### config.mk
export PLATFORM = sky130hd
export DESIGN_NAME = wait_time_calc
export DESIGN_NICKNAME = d
export VERILOG_FILES = /design/src/rtl/wait_time_calc_pkg.sv /design/src/rtl/wait_time_calc_seq_divider.sv /design/src/rtl/wait_time_calc.sv
export SDC_FILE = /design/constraint.sdc
export NUM_CORES = 1
export LEC_CHECK = 0
export ABC_AREA = 1
export BUFFER_PORTS_ARGS = -buffer_cell sky130_fd_sc_hd__buf_4
export CAP_MARGIN = 30
export CORE_UTILIZATION = 50
export CTS_BUF_LIST = sky130_fd_sc_hd__clkbuf_16
export DETAILED_ROUTE_END_ITERATION = 16
export PLACE_DENSITY = 0.73
export SLEW_MARGIN = 15
export SYNTH_ARGS = -nofsm -noshare
export SYNTH_HDL_FRONTEND = slang
export SYNTH_SLANG_ARGS = --single-unit
### constraint.sdc
create_clock -name clk -period 6.7 [get_ports clk]
set_clock_uncertainty 0.1 [all_clocks]
set_input_delay 1.005 -clock clk [delete_from_list [all_inputs] [get_ports clk]]
set_output_delay 1.005 -clock clk [all_outputs]
set_load 0.05 [all_outputs]
### src/rtl/wait_time_calc_pkg.sv
// Shared types and helpers for the wait-time estimator and its divider.
package wait_time_calc_pkg;

  localparam int DEF_P_W = 3;
  localparam int DEF_T_W = 2;
  localparam int DEF_S_W = 2;
  localparam int DEF_W_W = 5;

  typedef enum logic [1:0] {
    IDLE = 2'd0,
    MUL  = 2'd1,
    DIV  = 2'd2,
    DONE = 2'd3
  } state_t;

  function automatic int max_int(input int a, input int b);
    return (a > b) ? a : b;
  endfunction

  function automatic int clog2(input int v);
    int r;
    r = 0;
    while ((1 << r) < v) r++;
    return r;
  endfunction

endpackage

### src/rtl/wait_time_calc_seq_divider.sv
// Restoring shift-subtract divider: one quotient bit per cycle, MSB first, N cycles after load.
module seq_divider
  import wait_time_calc_pkg::*;
#(
  parameter int N = 6
) (
  input  logic         clk,
  input  logic         rst,
  input  logic         load,
  input  logic [N-1:0] dividend,
  input  logic [N-1:0] divisor,
  output logic         busy,
  output logic         done,
  output logic [N-1:0] quotient
);

  localparam int CNT_W = (clog2(N) < 1) ? 1 : clog2(N);

  logic [N-1:0]     rem;
  logic [N-1:0]     acc;
  logic [CNT_W-1:0] cnt;
  logic [N:0]       trial;
  logic             fit;
  logic [N-1:0]     rem_next;
  logic [N-1:0]     acc_next;

  // acc starts as the dividend and fills with quotient bits from the right.
  always_comb begin
    trial    = {rem, acc[N-1]};
    fit      = (trial >= {1'b0, divisor});
    rem_next = fit ? N'(trial - {1'b0, divisor}) : trial[N-1:0];
    acc_next = {acc[N-2:0], fit};
  end

  // done marks the final iteration; quotient is complete in that same cycle.
  assign done     = busy && (cnt == '0);
  assign quotient = acc_next;

  always_ff @(posedge clk) begin
    if (rst) begin
      rem  <= '0;
      acc  <= '0;
      cnt  <= '0;
      busy <= 1'b0;
    end else if (load) begin
      rem  <= '0;
      acc  <= dividend;
      cnt  <= CNT_W'(N - 1);
      busy <= 1'b1;
    end else if (busy) begin
      rem <= rem_next;
      acc <= acc_next;
      if (cnt == '0) busy <= 1'b0;
      else           cnt  <= cnt - 1'b1;
    end
  end

endmodule

### src/rtl/wait_time_calc.sv
// Estimated wait = floor(svc_time * (pcount + tcount - 1) / tcount), saturated to W_W bits.
module wait_time_calc
  import wait_time_calc_pkg::*;
#(
  parameter int P_W = DEF_P_W,
  parameter int T_W = DEF_T_W,
  parameter int S_W = DEF_S_W,
  parameter int W_W = DEF_W_W
) (
  input  logic           clk,
  input  logic           rst,
  input  logic           in_valid,
  output logic           in_ready,
  input  logic [P_W-1:0] pcount,
  input  logic [T_W-1:0] tcount,
  input  logic [S_W-1:0] svc_time,
  output logic           out_valid,
  input  logic           out_ready,
  output logic [W_W-1:0] wait_time,
  output logic           sat,
  output logic           err,
  output logic [1:0]     dbg_state
);

  localparam int NUM_W = S_W + max_int(P_W, T_W) + 1;
  localparam int QX_W  = max_int(NUM_W, W_W);

  // Handshake: a transfer happens on a rising edge where valid and ready are both high;
  // in_ready is high only in IDLE, out_valid only in DONE and held until out_ready.
  state_t state, next_state;

  logic [P_W-1:0]   p_q;
  logic [T_W-1:0]   t_q;
  logic [S_W-1:0]   s_q;
  logic [NUM_W-1:0] numerator;
  logic             div_load;
  logic             div_busy;
  logic             div_done;
  logic [NUM_W-1:0] quotient;
  logic [QX_W-1:0]  q_ext;
  logic             sat_next;

  // t_q >= 1 whenever this feeds the divider, so the subtraction cannot wrap.
  assign numerator = NUM_W'(s_q) * (NUM_W'(p_q) + NUM_W'(t_q) - NUM_W'(1));
  assign q_ext     = QX_W'(quotient);
  assign sat_next  = (q_ext > QX_W'({W_W{1'b1}}));

  seq_divider #(.N(NUM_W)) u_div (
    .clk      (clk),
    .rst      (rst),
    .load     (div_load),
    .dividend (numerator),
    .divisor  (NUM_W'(t_q)),
    .busy     (div_busy),
    .done     (div_done),
    .quotient (quotient)
  );

  always_comb begin
    next_state = state;
    div_load   = 1'b0;
    in_ready   = 1'b0;
    out_valid  = 1'b0;
    case (state)
      IDLE: begin
        in_ready = 1'b1;
        if (in_valid) next_state = MUL;
      end
      MUL: begin
        if (t_q == '0) begin
          next_state = DONE;
        end else begin
          div_load   = 1'b1;
          next_state = DIV;
        end
      end
      DIV: begin
        if (div_done) next_state = DONE;
      end
      DONE: begin
        out_valid = 1'b1;
        if (out_ready) next_state = IDLE;
      end
      default: next_state = IDLE;
    endcase
  end

  always_ff @(posedge clk) begin
    if (rst) begin
      state     <= IDLE;
      p_q       <= '0;
      t_q       <= '0;
      s_q       <= '0;
      wait_time <= '0;
      sat       <= 1'b0;
      err       <= 1'b0;
    end else begin
      state <= next_state;
      if (state == IDLE && in_valid) begin
        p_q <= pcount;
        t_q <= tcount;
        s_q <= svc_time;
      end
      if (state == MUL && t_q == '0) begin
        wait_time <= '1;
        sat       <= 1'b0;
        err       <= 1'b1;
      end
      if (state == DIV && div_done) begin
        wait_time <= sat_next ? {W_W{1'b1}} : q_ext[W_W-1:0];
        sat       <= sat_next;
        err       <= 1'b0;
      end
    end
  end

  assign dbg_state = state;

endmodule
==> metrics, run 1 <==
status complete, no violations; clk buf depth 2; Setup Slack @ Placement 3.954 ns; CP Data Arrival Time 2.85 ns; GRT met2 Usage 39.23%; CTS root buffer clkbuf_16; top post-synthesis cells by area dfxtp_1, nand2_1, ha_1; first-pass GRT wire length roughly 7000 um; Rows 22; Final Hold Vio Count 0; Synth Instances 272; Final Cycle Share 40.88%; CP Class register to register; TritonCTS Buffers 5; GRT busiest layer met2; fin. max-slew vios 0; CTS tree yes; setup tns final 0 ns; number of setup buffers added after CTS 0; Tmin final 2.739 ns; post-synthesis register bit count 32; Post-synth top cells nand2_1, inv_1, dfxtp_1; synthesized area 1897 sq um; max frequency 365.1 MHz; met1 usage 25.75%; Syn Nets 302; die height 63.59 um; required time of the critical path 6.81 ns; Critical-path top delay cell fa_1; crit-path cells inv_1 -> ha_1 -> inv_1 -> ha_1 -> fa_1 -> nand2_1 -> fa_1 -> inv_1 -> nand3_1 -> nand2_1 -> nand2_1 -> nand3_1 -> nand2_1 -> a21oi_1; placed wire-length estimate 2935 um; Worst-path clk slew 0.05 ns; Hold Path Class register to register; cell taking the most area after synthesis dfxtp_1; top-count cell post-synth nand2_1; clock sink count 32; Max Cap Viol 0; Worst-Skew Late Latency 0.27 ns; final setup vio count 0; I/O pin cnt 22; Worst VDD drop 0.3154 mV; Max H-tree Level 2; setup ws final a little under 4 ns; PwrDens 410.2 nW/um^2; starting density of the core around 52%; die width about 64 um; layout overhead on the synthesized area 17.41%; CP Launch Type register; Detail Route Antenna Nets 0; Main synth FF type dfxtp_1; GRT Total Usage 22.37%; Crit path top cell by count nand2_1; share of cells above drive strength 1 15.20%; # DRC 0; largest net degree at the start of global routing 18; DRT iter0 DRCs 100; DR vias/cell roughly 5.0; met3 usage between 3 and 4%; worst-path fanout max 5; Leak 1.111 nW; delay of the slowest critical-path stage 0.52 ns; Seq/Total Area, Yosys 33.77%; number of synthesized flops with an enable pin 0; initial antenna violation count 0; ys async rst share 0%; Ys Warns 0; Hold-fix buffers, CTS 0; DRT Pass-1 Iters 4; worst-margin pin slew 0.5126 ns; CP Capture Type register; Avg Cell Area, Syn between 6 and 7 sq um; grt total ovfl 0; CORE AREA 3661 sq um; final net count 325; n_diodes 0; die area 4044 sq um; port bufs 21; WL final a little under 4000 um; Max-slew headroom 65.82%; Cell variety after synth 27; RSZ-0062 raised after global routing no; top-area cell type share of the netlist area 33.77%; Placer Congestion 0.8897; vias in the first global route approximately 1700; post_cts resized 0; DR WL/cell 11.37 um; routed vias 1728
-- logic make-up after synthesis --
group                      after synthesis  synth area share (%)
and+or+nand+nor                        111                 24.87
AOI/OAI and AO/OA                       54                 15.37
buffers and inverters                   53                 10.88
DFF                                     32                 33.77
adders and majority gates               19                 13.72
xor gates and xnor gates                 3                 1.385
-- worst paths after layout --
kind	from	endpoint	slack (ns)	depth (start not counted)
max reg2reg	t_q[1]	u_div.acc[5]	3.96	14
max	t_q[1]	u_div.acc[5]	3.96	14
min	p_q[0]	p_q[0]	0.36	2
min reg2reg	p_q[0]	p_q[0]	0.36	2
-- placed cells by master (no fill, tap or decap) --
cell / synthesis / routed
nand2_2: 1 / 1
nand3_2: 1 / 1
a211oi_1: 1 / 1
a21oi_2: 1 / 1
clkbuf_16: 0 / 5
nor2_1: 29 / 29
o21ai_0: 17 / 17
buf_4: 1 / 21
nor2_4: 2 / 2
clkinv_2: 0 / 2
o21ai_2: 2 / 2
xnor2_1: 1 / 1
nand2_1: 55 / 55
clkinv_1: 0 / 1
nor2_2: 2 / 2
a31oi_1: 1 / 1
inv_1: 40 / 40
nand3_1: 20 / 20
a21o_1: 1 / 1
a311oi_1: 1 / 1
xor2_1: 2 / 2
fa_1: 3 / 3
a21oi_1: 23 / 23
o21ai_1: 7 / 7
inv_2: 8 / 8
dfxtp_1: 32 / 32
nor3_1: 1 / 1
ha_1: 16 / 16
-- through the flow --
stage               instance area [sq um]  util [%]  hold WS, ns  std cells  power [W]
floorplan                            1897         -       0.3350        272  0.0006012
global placement                     2088     57.04       0.3562        336  0.0006961
detailed placement                   2088     57.04       0.3543        336  0.0007015
CTS                                  2227     60.83       0.3627        344  0.0009206
global route                         2227     60.83       0.3957        344  0.0009832
finish                               2227     60.83       0.3618        344  0.0009135
-- critical path, delay by kind of cell (launching register included) --
kind | cells | cell delay, ns
flops | 1 | 0.34
fa+ha+maj | 4 | 1.50
buf+inv | 3 | 0.23
simple gates | 6 | 0.40
compound gates | 1 | 0.11
-- registers in the layout, indices dropped and copies added, names as in the netlist --
signal      cells
u_div.busy      1
u_div.cnt       3
dbg_state       2
u_div.acc       6
p_q             3
err             1
u_div.rem       6
sat             1
wait_time       5
s_q             2
t_q             2
-- routing by layer --
layer,part of all wire [%],wire length [um]
met1,46,1810
met5,0,0
met3,3.0,117
met4,2.6,102
met2,48,1881
-- power breakdown --
group,switching (W),internal [W]
sequential,0.0000331,0.000231
combinational,0.000291,0.000144
clock,0.0000792,0.000135
total,0.000404,0.000510
-- area by class of cell --
type | instances | area, sq um
flip-flops and latches | 32 | 640.6
clock buffers | 5 | 125.1
well taps | 48 | 60.06
fillers | 349 | 1434
clock inverters | 3 | 13.76
inverters | 48 | 180.2
multi-input cells | 187 | 1050
repair buffers | 21 | 157.7
(Power assumes the default switching activity.)
==> inputs of run 2 (changes only) <==
ABC_AREA = 0   (was 1)
clock period = 2.8 ns   (was 6.7 ns; I/O delays follow)
==> run 2 against run 1 <==
Against the previous run: combinational power increased by 120%; critical path depth decreased by 2; worst hold slack got worse by 0.068 ns; utilization increased by 3.9 points; first-iteration DRC count increased by 24%; highest routed layer unchanged; total power increased by 140%; design area unchanged; non-clock buffer count increased by 4; flip-flop and latch count unchanged.
==> metrics, run 2 <==
top-count cell post-synth dfxtp_1; DRT iter0 DRCs 124 (+24%); ys async rst share 0% (unchanged); RSZ-0062 raised after global routing no; top post-synthesis cells by area dfxtp_1, ha_1, inv_1; DR vias/cell 5.437 (+8.2%); most frequent cells in the layout dfxtp_1, buf_4, inv_1, nand2_1, nor2_1; starting density of the core 53.44% (+1.6 points); clk buf depth 2 (unchanged); share of cells above drive strength 1 16.47% (+1.3 points); n_diodes 0 (unchanged); number of synthesized flops with an enable pin 0 (unchanged); routed vias 1604 (-7.2%); largest net degree at the start of global routing 29 (+11); CTS root buffer clkbuf_16; Tmin final 2.643 ns (-0.09574 ns); Seq/Total Area, Yosys 34.83% (+1.1 points); CTS tree yes; status complete, no violations; CP Data Arrival Time 2.71 ns (-0.14 ns); die width 62.65 um (-1.5%); placed wire-length estimate 2638 um (-10%); CORE AREA 3442 sq um (-6.0%); Detail Route Antenna Nets 0 (unchanged); CP Launch Type register; Rows 21 (-4.5%); TritonCTS Buffers 5 (unchanged); final setup vio count 0 (unchanged); die height 62.65 um (-1.5%); crit-path cells inv_1 -> ha_1 -> inv_1 -> ha_2 -> fa_1 -> nand2_1 -> inv_1 -> ha_1 -> a21o_1 -> a21oi_2 -> nor2_1 -> a2111oi_1; setup tns final 0 ns (unchanged); Synth Instances 225 (-17%); Worst-path clk slew 0.05 ns (about the same); Final Cycle Share 94.39% (+54 points); WL final 3764 um (-3.8%); Worst VDD drop 0.6141 mV (+95%); clock sink count 32 (unchanged); dpl cell area 2043 sq um (-2.2%); Main synth FF type dfxtp_1; biggest regs u_div.acc x6, u_div.rem x6, wait_time x5; Max-slew headroom 57.07% (-8.8 points); # DRC 0 (unchanged); Post-synth top cells dfxtp_1, inv_1, nand2_1; die area 3925 sq um (-2.9%); Syn Nets 255 (-16%); final net count 278 (-14%); Max Cap Viol 0 (unchanged); Critical-path top delay cell fa_1; Crit path top cell by count inv_1; Placer Congestion 0.8232 (-7.5%); leading cell type in the layout, fill and taps excluded dfxtp_1; Leak 0.9549 nW (-14%); first-pass GRT wire length 6589 um (-6.3%); Worst-Skew Late Latency 0.28 ns (about the same); CP Class register to register; Fillers 317 (-9.2%); Final Hold Vio Count 0 (unchanged); PwrDens 979.8 nW/um^2 (+140%); layout overhead on the synthesized area 21.09%; DR WL/cell 12.76 um (+12%); GRT Total Usage 21.78% (-0.59 points); initial antenna violation count 0 (unchanged); CP Capture Type register; grt total ovfl 0 (unchanged); post-synthesis register bit count 32 (unchanged); max frequency 378.4 MHz (+3.6%); synthesized area 1839 sq um (-3.0%); design area 2227 sq um (unchanged); I/O pin cnt 22 (unchanged); vias in the first global route 1447 (-14%); fin. max-slew vios 0 (unchanged); worst-path fanout max 3 (-2); Max H-tree Level 2 (unchanged); worst-margin pin slew 0.6397 ns (+0.1271 ns); Avg Cell Area, Syn 8.175 sq um (+17%); required time of the critical path 2.87 ns (-3.94 ns); delay of the slowest critical-path stage 0.42 ns (-0.10 ns); port bufs 21 (unchanged); cell taking the most area after synthesis dfxtp_1; DRT Pass-1 Iters 4 (unchanged); Hold Path Class input port to register; Cell variety after synth 46 (+70%); Ys Warns 0 (unchanged); top-area cell type share of the netlist area 34.83% (+1.1 points)
==> run 2: cell types whose count changed after synthesis, sizes merged, moves of 4 or more <==
cell | previous run | this run
nand2b | 0 | 4
a21oi | 24 | 15
nor2 | 33 | 20
nand2 | 56 | 21
clkbuf | 1 | 8
nor2b | 0 | 4
nand3 | 21 | 13
o21ai | 26 | 12
a211oi | 1 | 5
and2 | 0 | 4
inv | 48 | 22
o22ai | 0 | 5
==> run 2: path summary, 6_finish.rpt <==
| kind | slack [ns] | start | cells past startpoint | to |
|---|---|---|---|---|
| min reg2reg | 0.35 | p_q[1] | 2 | p_q[1] |
| max | 0.16 | p_q[1] | 12 | u_div.acc[4] |
| min | 0.29 | tcount[0] | 3 | t_q[0] |
| max reg2reg | 0.16 | p_q[1] | 12 | u_div.acc[4] |
==> run 2: final cells by class <==
type	count	area [sq um]	share of cell area [%]
clock buffers	5	125.1	5.618
repair buffers	25	187.7	8.427
clock inverters	3	38.79	1.742
well taps	46	57.56	2.584
inverters	22	82.58	3.708
multi-input cells	162	1094	49.10
flip-flops and latches	32	641.9	28.82
==> run 2: kinds of logic (layout without fill, tap and decap cells) <==
group / after synthesis / count (layout) / share of synthesized area [%]
buf+inv: 31 / 55 / 6.735
fa+ha+maj: 19 / 19 / 14.15
xor+xnor: 5 / 5 / 2.381
compound gates: 51 / 51 / 17.35
mux: 3 / 3 / 1.633
flops: 32 / 32 / 34.83
simple gates: 84 / 84 / 22.93
==> run 2: metrics by stage <==
stage	setup WS, ns	total power [W]	cells	hold WS [ns]	utilization, %
floorplan	0.08864	0.001347	225	0.3363	-
global placement	0.1410	0.001549	287	0.3441	59.36
detailed placement	-0.002039	0.001565	287	0.3515	59.36
CTS	0.003870	0.002191	295	0.2947	64.23
global route	0.002393	0.002326	295	0.3099	64.70
finish	0.1570	0.002182	295	0.2943	64.70
==> run 2: where the power goes <==
part	internal, W	switching (W)	total, W
logic	0.000352	0.000600	0.000952
registers	0.000548	0.0000734	0.000621
clock network	0.000414	0.000195	0.000609
total	0.00131	0.000868	0.00218
==> run 2: worst max-delay path, delay by kind of cell (launching register included) <==
kind            cells  cell delay, ns
buf+inv             3            0.17
simple gates        2            0.20
fa+ha+maj           4            1.18
flops               1            0.32
compound gates      3            0.56
==> run 2: metal layers <==
layer  up-vias  share of wire (%)  GRT usage, %  wire length [um]
met3         7                3.9         6.022               146
li1        828                  -             -                 -
met5         -                  0             0                 0
met1       739                 47         26.60              1770
met2        30                 47         35.60              1776
met4         0                1.9         9.593                70
==> run 2: repair_timing <==
action                                  in CTS  in global routing
endpoints found under the setup margin       1                  2
gates resized for setup                      1                  6
pin swaps                                    0                  2
buffers inserted                             0                  0
hold buffers                                 0                  0
==> inputs of run 3 (changes only) <==
PLACE_DENSITY = 0.72   (was 0.73)
SYNTH_HIERARCHICAL = 1   (was unset)
==> run 3 against run 2 <==
Against the previous run: first-iteration DRC count fell by 41%; non-clock buffer count rose by 3; via count rose by 6.2%; cell count rose by 8.8%; combinational power rose by 3.0%; register-to-register slack got worse by 0.03 ns; largest power group unchanged.
==> metrics, run 3 <==
grt total ovfl 0 (unchanged); crit path buf inv count 2 (-1); Placer Congestion 0.7710 (-6.3%); proportion of power drawn by the clock network 28.0% (about the same); n_diodes 0 (unchanged); biggest regs u_div/acc x6, u_div/rem x6, wait_time x5; DR WL/cell 12.68 um (-0.60%); CTS tree yes; final net count 305 (+9.7%); CTS root buffer clkbuf_16; port bufs 21 (unchanged); starting density of the core 52.33% (-1.1 points); Crit path top cell by count inv_1; first-pass GRT wire length 7010 um (+6.4%); worst-margin pin slew 0.5154 ns (-0.1242 ns); # DRC 0 (unchanged); share of cells above drive strength 1 19.93% (+3.5 points); register share of total power 27.4% (-1.1 points); delay of the slowest critical-path stage 0.42 ns (about the same); design area 2497 sq um (+12%); setup ws final 0.1224 ns (-0.03464 ns); Critical-path top delay cell fa_1; fin. max-slew vios 0 (unchanged); top-area cell type share of the netlist area 30.39% (-4.4 points); required time of the critical path 2.91 ns (+0.04 ns); synthesized area 2108 sq um (+15%); CP Class register to register; DRT iter0 DRCs 73 (-41%); number of synthesized flops with an enable pin 0 (unchanged); GRT Total Usage 21.17% (-0.60 points); top-count cell post-synth dfxtp_1; final setup vio count 0 (unchanged); Synth Instances 248 (+10%); Max H-tree Level 2 (unchanged); Cell variety after synth 43 (-6.5%); switch share 38.94% (-0.85 points); die width 66.94 um (+6.8%); clk buf depth 2 (unchanged); Worst VDD drop 0.7835 mV (+28%); Fillers 390 (+23%); Avg Cell Area, Syn 8.501 sq um (+4.0%); I/O pin cnt 22 (unchanged); CORE AREA 4029 sq um (+17%); Setup Slack @ Placement -0.04689 ns (-0.04485 ns); Int Pwr 0.001345 W (+2.4%); routed vias 1704 (+6.2%); TritonCTS Buffers 5 (unchanged); layout overhead on the synthesized area 18.46%; placed wire-length estimate 2980 um (+13%); worst-path fanout max 2 (-1); most frequent cells in the layout dfxtp_1, buf_4, a21oi_1, inv_1, nor2_1; final hold slack 0.3096 ns (+0.01535 ns); die area 4480 sq um (+14%); clock sink count 32 (unchanged); Leak 1.102 nW (+15%); crit-path cells inv_1 -> ha_1 -> inv_1 -> ha_2 -> fa_1 -> and2_4 -> fa_2 -> a21o_1 -> a21oi_2 -> xor2_1 -> a21oi_1 -> nor2_1; Gate power share 44.5% (+0.9 points); CP Capture Type register; ys async rst share 0% (unchanged); Rows 23 (+9.5%); max frequency 373.5 MHz (-1.3%); Hold-fix buffers, CTS 0 (unchanged); status complete, no violations; Seq/Total Area, Yosys 30.39% (-4.4 points); dpl cell area 2298 sq um (+12%); post-layout util 61.99% (-2.7 points); Worst-Skew Late Latency 0.28 ns (about the same); vias in the first global route 1566 (+8.2%); leading cell type in the layout, fill and taps excluded dfxtp_1; Crit path max-delay family adder cells; Final Cycle Share 95.63% (+1.2 points); initial antenna violation count 0 (unchanged); PwrDens 882.1 nW/um^2 (-10%); WL final 4071 um (+8.2%); Ys Warns 6 (+6); CP Launch Type register; Max-slew headroom 65.51% (+8.4 points); Hold Path Class input port to register; DRT Pass-1 Iters 4 (unchanged); top post-synthesis cells by area dfxtp_1, ha_1, a21oi_1; largest net degree at the start of global routing 26 (-10%); Final Hold Vio Count 0 (unchanged); Tmin final 2.678 ns (+0.03464 ns); DR vias/cell 5.308 (-2.4%); die height 66.94 um (+6.8%); Max Cap Viol 0 (unchanged); cell taking the most area after synthesis dfxtp_1; Worst-path clk slew 0.05 ns (about the same); Detail Route Antenna Nets 0 (unchanged); Main synth FF type dfxtp_1; CP Data Arrival Time 2.79 ns (+0.08 ns); Post-synth top cells dfxtp_1, a21oi_1, inv_1; post-synthesis register bit count 32 (unchanged); sw power 0.0008579 W (-1.2%)
## run 3: what timing repair did
action / CTS / global route
setup endpoints to repair: 1 / 1
resized for setup: 2 / 4
buffers inserted: 0 / 0
pin swaps: 1 / 2
endpoints found under the hold margin: 0 / 0
## run 3: layer usage
layer | routed length [um] | vias up | GRT usage (%)
met5 | 0 | - | 0
met4 | 55 | 0 | 6.383
met3 | 165 | 6 | 5.993
met2 | 1899 | 34 | 36.87
met1 | 1951 | 775 | 24.79
li1 | - | 889 | -
## run 3: stage by stage
step	total power, W	instances	TNS, ns
after floorplan	0.001348	251	0
after global placement	0.001544	313	0
after detailed placement	0.001561	313	-0.04689
after CTS	0.002204	321	0
after global routing	0.002356	321	-0.002960
final	0.002203	321	0
## run 3: power by group through the flow
stage	combinational [W]	sequential [W]	clock, W
global placement	0.000933	0.000611	0
floorplan	0.000587	0.000761	0
CTS	0.000968	0.000604	0.000631
global route	0.00108	0.000619	0.000653
finish	0.000981	0.000604	0.000618
detailed placement	0.000948	0.000613	0
## run 3: cell families (layout without fill, tap and decap cells)
| group | Yosys count | after routing | synth area share, % |
|---|---|---|---|
| multiplexers | 9 | 9 | 4.273 |
| flip-flops | 32 | 32 | 30.39 |
| AND/OR/NAND/NOR | 78 | 78 | 19.11 |
| other | 1 | 4 | 0.1779 |
| AO/OA/AOI/OAI | 55 | 55 | 18.22 |
| buffers and inverters | 40 | 60 | 8.783 |
| adder cells (fa/ha/maj) | 24 | 24 | 15.31 |
| XOR/XNOR | 9 | 9 | 3.739 |
## run 3: worst min-delay path: cells and delay by family
family | cells | cell delay (ns)
buffers and inverters | 1 | 0.11
AND/OR/NAND/NOR | 1 | 0.06
AO/OA/AOI/OAI | 1 | 0.05
## run 3: worst paths after layout
kind                    start           end  slack, ns  cells past startpoint
hold reg to reg        p_q[1]        p_q[1]       0.35                      2
hold / removal    svc_time[0]        s_q[0]       0.31                      3
setup / recovery       p_q[1]  u_div/acc[5]       0.12                     12
setup reg to reg       p_q[1]  u_div/acc[5]       0.12                     12
## run 3: final cells by class
type | count | area (sq um) | area share (%)
multi-input combinational | 179 | 1325 | 53.06
sequential | 32 | 641.9 | 25.70
timing repair buffer | 28 | 210.2 | 8.417
clock buffer | 5 | 125.1 | 5.010
inverter | 24 | 90.09 | 3.607
tap | 50 | 62.56 | 2.505
clock inverter | 3 | 42.54 | 1.703
